`src/rtl/mbist_sequencer_if.sv`:
```
// Purpose : bundles the control, status and engine-facing signals of the
//           mbist sequencer so the SoC side and the sequencer share one port.
// Signals : start/abort/pat_mask/single_mode/single_addr - SoC test controls
//           bist_done/bist_fail                            - engine status
//           bist_cfg                                       - config word to engine
//           busy/seq_done/fail_vec/ran_vec/timeout_err/aborted - sequence results
// Modports: master - the side that drives controls and engine status
//           slave  - the sequencer itself
interface mbist_sequencer_if #(
    parameter int ADDR_BITS = 5
) ();
    logic                   start;
    logic                   abort;
    logic [3:0]             pat_mask;
    logic                   single_mode;
    logic [ADDR_BITS-1:0]   single_addr;
    logic                   bist_done;
    logic                   bist_fail;
    logic [ADDR_BITS+5:0]   bist_cfg;
    logic                   busy;
    logic                   seq_done;
    logic [3:0]             fail_vec;
    logic [3:0]             ran_vec;
    logic                   timeout_err;
    logic                   aborted;

    modport master (
        output start, abort, pat_mask, single_mode, single_addr, bist_done, bist_fail,
        input  bist_cfg, busy, seq_done, fail_vec, ran_vec, timeout_err, aborted
    );

    modport slave (
        input  start, abort, pat_mask, single_mode, single_addr, bist_done, bist_fail,
        output bist_cfg, busy, seq_done, fail_vec, ran_vec, timeout_err, aborted
    );
endinterface

```
`src/rtl/mbist_sequencer.sv`:
```
// Purpose : schedules the mbist engine through every enabled pattern
//           (0 all-zero, 1 all-one, 2 checkerboard, 3 LFSR/MISR), records a
//           pass/fail bit per pattern and recovers from a hung engine.
// Ports   : clk  - single clock
//           rst  - asynchronous active-low reset
//           bus  - mbist_sequencer_if.slave (controls in, cfg and results out)
// Config word: {pattern[1:0], addr[ADDR_BITS-1:0], 2'b00, init, mode}
module mbist_sequencer #(
    parameter int ADDR_BITS = 5,
    parameter int TO_BITS   = 12,
    parameter int TIMEOUT   = 2047
) (
    input  logic              clk,
    input  logic              rst,
    mbist_sequencer_if.slave  bus
);
    localparam int CFG_BITS = ADDR_BITS + 6;
    localparam logic [TO_BITS-1:0] TIMEOUT_C = TO_BITS'(TIMEOUT);

    typedef enum logic [2:0] {
        ST_IDLE   = 3'd0,
        ST_SELECT = 3'd1,
        ST_RUN    = 3'd2,
        ST_CLEAR  = 3'd3,
        ST_FINISH = 3'd4
    } state_t;

    state_t                 state_r,       state_nxt_s;
    logic [3:0]             mask_r,        mask_nxt_s;
    logic                   mode_r,        mode_nxt_s;
    logic [ADDR_BITS-1:0]   addr_r,        addr_nxt_s;
    logic [1:0]             cur_pat_r,     cur_pat_nxt_s;
    logic [TO_BITS-1:0]     to_cnt_r,      to_cnt_nxt_s;
    logic                   abort_pend_r,  abort_pend_nxt_s;
    logic [CFG_BITS-1:0]    cfg_r,         cfg_nxt_s;
    logic                   busy_r,        busy_nxt_s;
    logic                   seq_done_r,    seq_done_nxt_s;
    logic [3:0]             fail_vec_r,    fail_vec_nxt_s;
    logic [3:0]             ran_vec_r,     ran_vec_nxt_s;
    logic                   timeout_err_r, timeout_err_nxt_s;
    logic                   aborted_r,     aborted_nxt_s;
    logic                   found_s;
    logic [1:0]             sel_pat_s;

    // Returns {found, index} of the lowest enabled pattern at or above 'from'.
    function automatic logic [2:0] find_next(input logic [3:0] mask, input logic [1:0] from);
        logic [2:0] res;
        res = 3'b000;
        // Scan downwards so the lowest qualifying index is written last.
        for (int i = 3; i >= 0; i--) begin
            if (mask[i] && (2'(i) >= from)) begin
                res = {1'b1, 2'(i)};
            end else begin
                res = res;
            end
        end
        return res;
    endfunction

    // Packs the engine configuration word.
    function automatic logic [CFG_BITS-1:0] make_cfg(input logic [1:0] pat,
                                                     input logic [ADDR_BITS-1:0] addr,
                                                     input logic init,
                                                     input logic mode);
        return {pat, addr, 2'b00, init, mode};
    endfunction

    assign {found_s, sel_pat_s} = find_next(mask_r, cur_pat_r);

    // Next-state and next-register logic for the sequencing FSM.
    always_comb begin
        state_nxt_s       = state_r;
        mask_nxt_s        = mask_r;
        mode_nxt_s        = mode_r;
        addr_nxt_s        = addr_r;
        cur_pat_nxt_s     = cur_pat_r;
        to_cnt_nxt_s      = to_cnt_r;
        abort_pend_nxt_s  = abort_pend_r;
        cfg_nxt_s         = cfg_r;
        busy_nxt_s        = busy_r;
        seq_done_nxt_s    = 1'b0;
        fail_vec_nxt_s    = fail_vec_r;
        ran_vec_nxt_s     = ran_vec_r;
        timeout_err_nxt_s = timeout_err_r;
        aborted_nxt_s     = aborted_r;

        case (state_r)
            ST_IDLE: begin
                if (bus.start) begin
                    mask_nxt_s        = bus.pat_mask;
                    mode_nxt_s        = bus.single_mode;
                    addr_nxt_s        = bus.single_addr;
                    cur_pat_nxt_s     = 2'd0;
                    to_cnt_nxt_s      = '0;
                    abort_pend_nxt_s  = 1'b0;
                    fail_vec_nxt_s    = 4'b0000;
                    ran_vec_nxt_s     = 4'b0000;
                    timeout_err_nxt_s = 1'b0;
                    aborted_nxt_s     = 1'b0;
                    busy_nxt_s        = 1'b1;
                    state_nxt_s       = ST_SELECT;
                end else begin
                    state_nxt_s = ST_IDLE;
                end
            end

            ST_SELECT: begin
                to_cnt_nxt_s = '0;
                if (bus.abort) begin
                    // cfg already has init=0 here, so it is simply held.
                    aborted_nxt_s    = 1'b1;
                    abort_pend_nxt_s = 1'b1;
                    state_nxt_s      = ST_CLEAR;
                end else if (found_s) begin
                    cur_pat_nxt_s = sel_pat_s;
                    cfg_nxt_s     = make_cfg(sel_pat_s, addr_r, 1'b1, mode_r);
                    state_nxt_s   = ST_RUN;
                end else begin
                    busy_nxt_s     = 1'b0;
                    seq_done_nxt_s = 1'b1;
                    cfg_nxt_s      = '0;
                    state_nxt_s    = ST_FINISH;
                end
            end

            ST_RUN: begin
                to_cnt_nxt_s = to_cnt_r + TO_BITS'(1);
                if (bus.abort) begin
                    aborted_nxt_s    = 1'b1;
                    abort_pend_nxt_s = 1'b1;
                    to_cnt_nxt_s     = '0;
                    cfg_nxt_s        = make_cfg(cur_pat_r, addr_r, 1'b0, mode_r);
                    state_nxt_s      = ST_CLEAR;
                end else if (bus.bist_done) begin
                    fail_vec_nxt_s[cur_pat_r] = bus.bist_fail;
                    ran_vec_nxt_s[cur_pat_r]  = 1'b1;
                    to_cnt_nxt_s              = '0;
                    cfg_nxt_s                 = make_cfg(cur_pat_r, addr_r, 1'b0, mode_r);
                    state_nxt_s               = ST_CLEAR;
                end else if (to_cnt_r == TIMEOUT_C) begin
                    // Engine hung: count the pattern as run and failed.
                    fail_vec_nxt_s[cur_pat_r] = 1'b1;
                    ran_vec_nxt_s[cur_pat_r]  = 1'b1;
                    timeout_err_nxt_s         = 1'b1;
                    to_cnt_nxt_s              = '0;
                    cfg_nxt_s                 = make_cfg(cur_pat_r, addr_r, 1'b0, mode_r);
                    state_nxt_s               = ST_CLEAR;
                end else begin
                    state_nxt_s = ST_RUN;
                end
            end

            ST_CLEAR: begin
                to_cnt_nxt_s = to_cnt_r + TO_BITS'(1);
                if (bus.abort) begin
                    aborted_nxt_s    = 1'b1;
                    abort_pend_nxt_s = 1'b1;
                end else begin
                    aborted_nxt_s    = aborted_r;
                    abort_pend_nxt_s = abort_pend_r;
                end
                if (!bus.bist_done) begin
                    // Engine is back in idle; it is safe to move on.
                    if (abort_pend_r || bus.abort || (cur_pat_r == 2'd3)) begin
                        busy_nxt_s     = 1'b0;
                        seq_done_nxt_s = 1'b1;
                        cfg_nxt_s      = '0;
                        state_nxt_s    = ST_FINISH;
                    end else begin
                        cur_pat_nxt_s = cur_pat_r + 2'd1;
                        state_nxt_s   = ST_SELECT;
                    end
                end else if (to_cnt_r == TIMEOUT_C) begin
                    timeout_err_nxt_s = 1'b1;
                    busy_nxt_s        = 1'b0;
                    seq_done_nxt_s    = 1'b1;
                    cfg_nxt_s         = '0;
                    state_nxt_s       = ST_FINISH;
                end else begin
                    state_nxt_s = ST_CLEAR;
                end
            end

            ST_FINISH: begin
                state_nxt_s = ST_IDLE;
            end

            default: begin
                busy_nxt_s  = 1'b0;
                cfg_nxt_s   = '0;
                state_nxt_s = ST_IDLE;
            end
        endcase
    end

    // State and datapath registers with asynchronous active-low reset.
    always_ff @(posedge clk or negedge rst) begin
        if (!rst) begin
            state_r       <= ST_IDLE;
            mask_r        <= 4'b0000;
            mode_r        <= 1'b0;
            addr_r        <= '0;
            cur_pat_r     <= 2'd0;
            to_cnt_r      <= '0;
            abort_pend_r  <= 1'b0;
            cfg_r         <= '0;
            busy_r        <= 1'b0;
            seq_done_r    <= 1'b0;
            fail_vec_r    <= 4'b0000;
            ran_vec_r     <= 4'b0000;
            timeout_err_r <= 1'b0;
            aborted_r     <= 1'b0;
        end else begin
            state_r       <= state_nxt_s;
            mask_r        <= mask_nxt_s;
            mode_r        <= mode_nxt_s;
            addr_r        <= addr_nxt_s;
            cur_pat_r     <= cur_pat_nxt_s;
            to_cnt_r      <= to_cnt_nxt_s;
            abort_pend_r  <= abort_pend_nxt_s;
            cfg_r         <= cfg_nxt_s;
            busy_r        <= busy_nxt_s;
            seq_done_r    <= seq_done_nxt_s;
            fail_vec_r    <= fail_vec_nxt_s;
            ran_vec_r     <= ran_vec_nxt_s;
            timeout_err_r <= timeout_err_nxt_s;
            aborted_r     <= aborted_nxt_s;
        end
    end

    assign bus.bist_cfg    = cfg_r;
    assign bus.busy        = busy_r;
    assign bus.seq_done    = seq_done_r;
    assign bus.fail_vec    = fail_vec_r;
    assign bus.ran_vec     = ran_vec_r;
    assign bus.timeout_err = timeout_err_r;
    assign bus.aborted     = aborted_r;
endmodule
```
`src/flat_wrapper.sv`:
```
// flat-port wrapper written by rule: the top's interface ports become plain ports
module mbist_sequencer_flat 
#(
    parameter int ADDR_BITS = 5,
    parameter int TO_BITS   = 12,
    parameter int TIMEOUT   = 2047
)
  (clk, rst, bus_start, bus_abort, bus_pat_mask, bus_single_mode, bus_single_addr, bus_bist_done, bus_bist_fail, bus_bist_cfg, bus_busy, bus_seq_done, bus_fail_vec, bus_ran_vec, bus_timeout_err, bus_aborted);
  mbist_sequencer_if #(.ADDR_BITS(ADDR_BITS)) bus_i ();
  input  logic clk;
  input  logic rst;
  input wire logic [$bits(bus_i.start)-1:0] bus_start;
  input wire logic [$bits(bus_i.abort)-1:0] bus_abort;
  input wire logic [$bits(bus_i.pat_mask)-1:0] bus_pat_mask;
  input wire logic [$bits(bus_i.single_mode)-1:0] bus_single_mode;
  input wire logic [$bits(bus_i.single_addr)-1:0] bus_single_addr;
  input wire logic [$bits(bus_i.bist_done)-1:0] bus_bist_done;
  input wire logic [$bits(bus_i.bist_fail)-1:0] bus_bist_fail;
  output wire logic [$bits(bus_i.bist_cfg)-1:0] bus_bist_cfg;
  output wire logic [$bits(bus_i.busy)-1:0] bus_busy;
  output wire logic [$bits(bus_i.seq_done)-1:0] bus_seq_done;
  output wire logic [$bits(bus_i.fail_vec)-1:0] bus_fail_vec;
  output wire logic [$bits(bus_i.ran_vec)-1:0] bus_ran_vec;
  output wire logic [$bits(bus_i.timeout_err)-1:0] bus_timeout_err;
  output wire logic [$bits(bus_i.aborted)-1:0] bus_aborted;
  assign bus_i.start = bus_start;
  assign bus_i.abort = bus_abort;
  assign bus_i.pat_mask = bus_pat_mask;
  assign bus_i.single_mode = bus_single_mode;
  assign bus_i.single_addr = bus_single_addr;
  assign bus_i.bist_done = bus_bist_done;
  assign bus_i.bist_fail = bus_bist_fail;
  assign bus_bist_cfg = bus_i.bist_cfg;
  assign bus_busy = bus_i.busy;
  assign bus_seq_done = bus_i.seq_done;
  assign bus_fail_vec = bus_i.fail_vec;
  assign bus_ran_vec = bus_i.ran_vec;
  assign bus_timeout_err = bus_i.timeout_err;
  assign bus_aborted = bus_i.aborted;
  mbist_sequencer #(.ADDR_BITS(ADDR_BITS), .TO_BITS(TO_BITS), .TIMEOUT(TIMEOUT)) u_core (.clk(clk), .rst(rst), .bus(bus_i));
endmodule
```
`config.mk`:
```
export PLATFORM = sky130hd
export DESIGN_NAME = mbist_sequencer_flat
export DESIGN_NICKNAME = d
export VERILOG_FILES = /design/src/rtl/mbist_sequencer_if.sv /design/src/rtl/mbist_sequencer.sv /design/src/flat_wrapper.sv
export SDC_FILE = /design/constraint.sdc
export NUM_CORES = 1
export LEC_CHECK = 0
export ABC_AREA = 1
export BUFFER_PORTS_ARGS = -buffer_cell sky130_fd_sc_hd__buf_2
export CELL_PAD_IN_SITES_DETAIL_PLACEMENT = 1
export CELL_PAD_IN_SITES_GLOBAL_PLACEMENT = 2
export CORE_ASPECT_RATIO = 0.9
export CORE_MARGIN = 2
export CORE_UTILIZATION = 31
export CTS_BUF_LIST = sky130_fd_sc_hd__clkbuf_4 sky130_fd_sc_hd__clkbuf_8
export DETAILED_ROUTE_END_ITERATION = 8
export PLACE_DENSITY_LB_ADDON = 0.1
export RECOVER_POWER = 100
export SETUP_SLACK_MARGIN = 0.4
export SKIP_CTS_REPAIR_TIMING = 1
export SLEW_MARGIN = 40
export SYNTH_ARGS = -nofsm -noshare
export SYNTH_HDL_FRONTEND = slang
export SYNTH_SLANG_ARGS = --single-unit
```
`constraint.sdc`:
```
create_clock -name clk -period 1.5 [get_ports clk]
set_clock_uncertainty 0.1 [all_clocks]
set_input_delay 0.375 -clock clk [delete_from_list [all_inputs] [get_ports clk]]
set_output_delay 0.375 -clock clk [all_outputs]
set_load 0.01 [all_outputs]
```
==> impl_metrics.toml, run 1 <==
[clock_tree]
cts_inserted_buffers = 5
cts_buffer_depth = 2
cts.reportedPaths.clkPinSlew_ns = 0.10
htree_levels = 2
cts-root-buf = "clkbuf_8"
cts_sinks = 48
cts_tree = "done"
clk_latency_ns = 0.31

[sta]
maxSlewHeadroom_pct = 53.7
finalCriticalPeriod_ns = 1.67
final-hold-violation-count = 0
layout_worst_path_cycle_share_pct = 111
setup-violations-final = 44
fin_ws_ns = -0.168
max_freq_ghz = 0.600
worst_pin_slew_ns = 0.695
drv_slew = 0
rsz0062_at_grt = "yes"

[synth]
synth-seq-cells = 48
synth_area_um2 = 2740
synth_edf_count = 0
synth-async-reset-ratio_pct = 100
synth.distinct_cells = 33
synth_seq_area_share_pct = 43.8
ys_warn_count = 0
avgSynthCellArea_um2 = 7.84
syn_inst = 350
synth_flop_cell = "dfrtp_1"

[die]
coreArea_um2 = 8570
boundaryPins = 39
die_area_um2 = 9620
start_util_pct = 32.0
die_y_um = 93.3
fp.dieW_um = 103
rows = 32

[layout]
finish.utilization_pct = 48.1
n_antenna_cell = 0
final_cell_count_no_fill = 585
fin_nets = 486
num-fill-cells = 1080
final_common_cell = "nand2_1"
syn_to_final_growth_pct = 50.2
final_cell_mix = "81 x nand2_1, 66 x buf_4, 45 x dfrtp_1, 26 x inv_1, 21 x clkbuf_1"
final_layout_size_suffix_gt1_share_pct = 42.5

[worst_setup_path]
crit_start = "u_core.to_cnt_r[0]"
end_kind = "flip-flop"
slowest_stage = "dfrtp_1"
cp_common_cell = "nand2_1"
max_stage_delay_ns = 0.37
cp_max_fo = 4
start_kind = "flip-flop"
required_ns = 1.61
r2r-start = "u_core.to_cnt_r[0]"
reg2reg_to = "u_core.bus.busy"
crit_path_end = "u_core.bus.busy"
cp.depth = 9
crit_chain = "ha_2, nand2_2, nor2_4, nand3_4, buf_4, a21oi_4, nand3_2, nand2_1, nand2_1"
r2r_setup_slack_ns = -0.17
cpLargestDelayFamily = "simple AND/OR/NAND/NOR gates"
rr_worst_depth = 9
path_buf_inv = 1
path_class = "flip-flop to flip-flop"
crit_arrival_ns = 1.78

[drt]
drt_wl_total_um = 8370
first_pass_iters = 4
dr_total_vias = 2730
wl_per_cell_um = 14.3
antenna_left = 0
via_per_inst = 4.67
drt_iter0_drc = 46
drcViolationCount = 0

[power]
seqPwrFrac_pct = 26.2
powerDensity_nw_per_um2 = 1860
p_sw_share_pct = 45.7
p_leak_nw = 2.03
p_int_w = 0.00417
p_comb_share_pct = 60.8
p_sw_w = 0.00351
vdd_ir_drop_max_v = 0.000722
clkPwrFrac_pct = 13.1

[run_status]
violations = "setup timing"
status = "complete, but fails checks"

[global_route]
overflow = 0
grt_pass1_wl_um = 12700
grt_pass1_vias = 2638
grt_use_total_pct = 17.0
grt_max_degree = 49
antenna_found_initial = 0

[placed_design]
dp_cells = 552
place_hpwl_um = 5880
routabilityCongestion = 0.785
io_buffer_count = 36

[min_path]
min-delay-path-class = "primary input to flip-flop"
holdPathStages = 3

[flow_run]
maxCapViolCount = 0
==> power groups by stage <==
stage                     sequential (W)  combinational, W  clock [W]
after CTS                        0.00198           0.00369    0.00103
after floorplan                  0.00206           0.00210          0
after global placement           0.00199           0.00360          0
after global routing             0.00206           0.00514    0.00107
after detailed placement         0.00200           0.00367          0
final                            0.00201           0.00467    0.00100
==> through the flow <==
| step | worst slack, ns | power (W) | hold WS, ns | cell area (um^2) | TNS (ns) |
|---|---|---|---|---|---|
| 2_1_floorplan | 0.0433 | 0.00415 | -0.0206 | 2780 | 0 |
| 3_3_place_gp | -0.155 | 0.00559 | 0.288 | 3490 | -2.70 |
| 3_5_place_dp | -0.179 | 0.00567 | 0.289 | 3490 | -3.68 |
| 4_1_cts | -0.207 | 0.00670 | -0.0488 | 3600 | -4.63 |
| 5_1_grt | -0.248 | 0.00827 | 0.163 | 4120 | -7.30 |
| 6_report | -0.168 | 0.00768 | 0.160 | 4120 | -3.50 |
==> layer usage <==
| metal | up-vias | track usage (%) | part of all wire, % |
|---|---|---|---|
| li1 | 1360 | - | - |
| met1 | 1330 | 23.1 | 47 |
| met2 | 36 | 28.7 | 50 |
| met3 | 4 | 2.54 | 2.8 |
| met4 | 0 | 3.62 | 0.66 |
| met5 | - | 0 | 0 |
==> registers in the layout (all words and copies together) (netlist names) <==
register                cells
u_core.addr_r               5
u_core.mask_r               4
u_core.bus.bist_cfg         9
u_core.bus.busy             1
u_core.cur_pat_r            2
u_core.to_cnt_r            12
u_core.bus.timeout_err      1
u_core.state_r              3
u_core.bus.seq_done         1
u_core.mode_r               1
u_core.bus.fail_vec         4
u_core.bus.ran_vec          4
u_core.abort_pend_r         1
==> area by class of cell <==
| type | count | area (um^2) | area share [%] |
|---|---|---|---|
| multi-input combinational | 260 | 1710 | 41.5 |
| sequential | 48 | 1200 | 29.2 |
| timing repair buffer | 111 | 777 | 18.9 |
| inverter | 39 | 164 | 3.98 |
| tap | 119 | 149 | 3.61 |
| clock buffer | 5 | 68.8 | 1.67 |
| clock inverter | 3 | 46.3 | 1.12 |
==> cells by family after synthesis <==
family          count (synthesis)  share of synthesized area, %
flops                          48                          43.8
compound gates                 57                          11.5
fa+ha+maj                       5                          2.28
xor+xnor                        2                         0.639
other cells                     1                         0.137
buf+inv                        45                          6.93
simple gates                  192                          34.7
==> worst reg2reg max path, stage by stage (launching register included) <==
cell and delay, ns:
dfrtp_1 0.37, ha_2 0.20, nand2_2 0.07, nor2_4 0.14
nand3_4 0.15, buf_4 0.19, a21oi_4 0.15, nand3_2 0.09
nand2_1 0.07, nand2_1 0.04
==> worst min-delay path by stage <==
stage,startpoint,end
after CTS,rst,u_core.to_cnt_r[10]
after detailed placement,rst,u_core.bus.fail_vec[3]
after global routing,bus_single_addr[3],u_core.addr_r[3]
after floorplan,rst,u_core.abort_pend_r
final,bus_single_addr[4],u_core.addr_r[4]
after global placement,rst,u_core.bus.ran_vec[2]
==> cells in the mapped netlist, types with 4 or more instances <==
master	instances	share of area, %
nand2_1	105	14
inv_2	4	0.55
a21oi_1	8	1.5
dfrtp_1	48	44
a21boi_0	6	1.6
nand2_2	8	1.8
nor2_1	25	3.4
nor2_4	6	2.5
inv_1	34	4.7
nand4_1	7	1.6
o21ai_1	6	1.1
nand3_1	22	4.0
ha_1	5	2.3
o21ai_0	33	6.0
No activity file was read; power rests on OpenSTA's default activity.
==> run 2, diff against run 1 <==
- SKIP_LAST_GASP: default -> 1
==> run 2 against run 1 <==
  * The run still ends with setup timing left
  * Utilization is 0.058 points lower
  * First-iteration DRC count is 24% lower
  * Critical path depth down 1
  * Critical path type unchanged
  * Largest power group unchanged
  * Highest routed layer unchanged
==> impl_metrics.toml, run 2 (synthesized netlist as in run 1, its figures left out) <==
[global_route]
overflow = 0
grt_pass1_vias = 2638
grt_pass1_wl_um = 12700
grt_use_total_pct = 17.0
grt_max_degree = 49
antenna_found_initial = 0

[sta]
maxSlewHeadroom_pct = 53.2
finalCriticalPeriod_ns = 1.67
fin_ws_ns = -0.169
final-hold-violation-count = 0
worst_pin_slew_ns = 0.702
drv_slew = 0
setup-violations-final = 44
rsz0062_at_grt = "yes"
whs_ns = 0.160
layout_worst_path_cycle_share_pct = 111
max_freq_ghz = 0.599

[layout]
syn_to_final_growth_pct = 50.0
n_antenna_cell = 0
largest_reg_flops = 12
top_register = "u_core.to_cnt_r"
final_layout_size_suffix_gt1_share_pct = 42.1
final_cell_count_no_fill = 585
final_common_cell = "nand2_1"
final_cell_mix = "81 x nand2_1, 66 x buf_4, 45 x dfrtp_1, 28 x inv_1, 21 x clkbuf_1"
fin_nets = 486

[drt]
drcViolationCount = 0
dr_total_vias = 2713
first_pass_iters = 3
dr_wl_met3_um = 184
antenna_left = 0
drt_iter0_drc = 35
top_layer = "met4"
drt-met1-wl_um = 3980
via_per_inst = 4.64
drt_wl_total_um = 8380
wl_met2_um = 4150
wl_per_cell_um = 14.3

[placed_design]
place_hpwl_um = 5880
dp_cells = 552
io_buffer_count = 36
dp_worst_setup_slack_ns = -0.179
routabilityCongestion = 0.785

[clock_tree]
cts_buffer_depth = 2
cts-root-buf = "clkbuf_8"
cts_inserted_buffers = 5
cts.reportedPaths.clkPinSlew_ns = 0.10
htree_levels = 2
clk_latency_ns = 0.31
cts_tree = "done"
cts_sinks = 48

[worst_setup_path]
cp.depth = 8
cp_max_fo = 4
rr_worst_depth = 8
required_ns = 1.64
end_kind = "flip-flop"
cpLargestDelayFamily = "flip-flops"
crit_chain = "buf_4, inv_1, nand2_1, o21ai_2, o21ai_1, nor2_2, nand2_1, a21oi_2"
crit_arrival_ns = 1.81
r2r_setup_slack_ns = -0.17
path_buf_inv = 2
reg2reg_to = "u_core.bus.timeout_err"
path_class = "flip-flop to flip-flop"
start_kind = "flip-flop"
r2r-start = "u_core.state_r[2]"
cp_common_cell = "nand2_1"
slowest_stage = "dfrtp_2"
max_stage_delay_ns = 0.47

[power]
p_leak_nw = 2.03
powerDensity_nw_per_um2 = 1860
vdd_ir_drop_max_v = 0.000723

[run_status]
status = "complete, but fails checks"
violations = "setup timing"

[die]
die_area_um2 = 9620
fp.dieW_um = 103
die_y_um = 93.3
coreArea_um2 = 8570
boundaryPins = 39
rows = 32
start_util_pct = 32.0

[min_path]
holdPathStages = 3
min_to = "u_core.addr_r[4]"
min-delay-path-class = "primary input to flip-flop"
hp-start = "bus_single_addr[4]"

[flow_run]
maxCapViolCount = 0
## run 2: cell counts in the layout (fill, tap and decap cells not counted)
Identical to the previous run, type by type.
## run 2: per-layer routing
layer	up-vias	global-route usage, %
met2	26	28.7
met4	0	3.62
li1	1360	-
met3	4	2.54
met1	1323	23.1
met5	-	0
## run 2: final cells by class
cell class | instances | area, um^2
clock inverters | 3 | 46.3
well taps | 119 | 149
repair buffers | 111 | 777
fillers | 1081 | 4450
multi-input cells | 260 | 1710
clock buffers | 5 | 68.8
inverters | 39 | 164
flip-flops and latches | 48 | 1200
## run 2: worst max-delay path by stage
stage                        start  slack [ns]                 endpoint
3_3_place_gp    u_core.to_cnt_r[0]       -0.16   u_core.bus.bist_cfg[4]
3_5_place_dp   u_core.cur_pat_r[1]       -0.18  u_core.bus.bist_cfg[10]
2_1_floorplan   u_core.to_cnt_r[0]        0.04   u_core.bus.bist_cfg[0]
4_1_cts        u_core.cur_pat_r[1]       -0.21  u_core.bus.bist_cfg[10]
5_1_grt         u_core.to_cnt_r[0]       -0.25   u_core.bus.bist_cfg[4]
6_report         u_core.state_r[2]       -0.17   u_core.bus.timeout_err
## run 2: worst register-to-register path, cell delays in order (launching register included)
cell and delay (ns):
dfrtp_2 0.47, buf_4 0.17, inv_1 0.14, nand2_1 0.09
o21ai_2 0.12, o21ai_1 0.10, nor2_2 0.18, nand2_1 0.10
a21oi_2 0.13
## run 2: stage by stage
stage	util [%]	area (um^2)	TNS [ns]	power [W]
after global placement	40.7	3490	-2.70	0.00559
after floorplan	-	2780	0	0.00415
final	48.0	4120	-3.61	0.00765
after global routing	48.0	4120	-7.51	0.00825
after detailed placement	40.7	3490	-3.68	0.00567
after CTS	42.0	3600	-4.63	0.00670
## run 2: report_power, final
part,leakage [nW],total [W],internal [W],switching (W)
registers,0.633,0.00201,0.00171,0.000300
logic,1.34,0.00464,0.00195,0.00270
clock network,0.0548,0.00100,0.000503,0.000498
total,2.03,0.00765,0.00416,0.00349
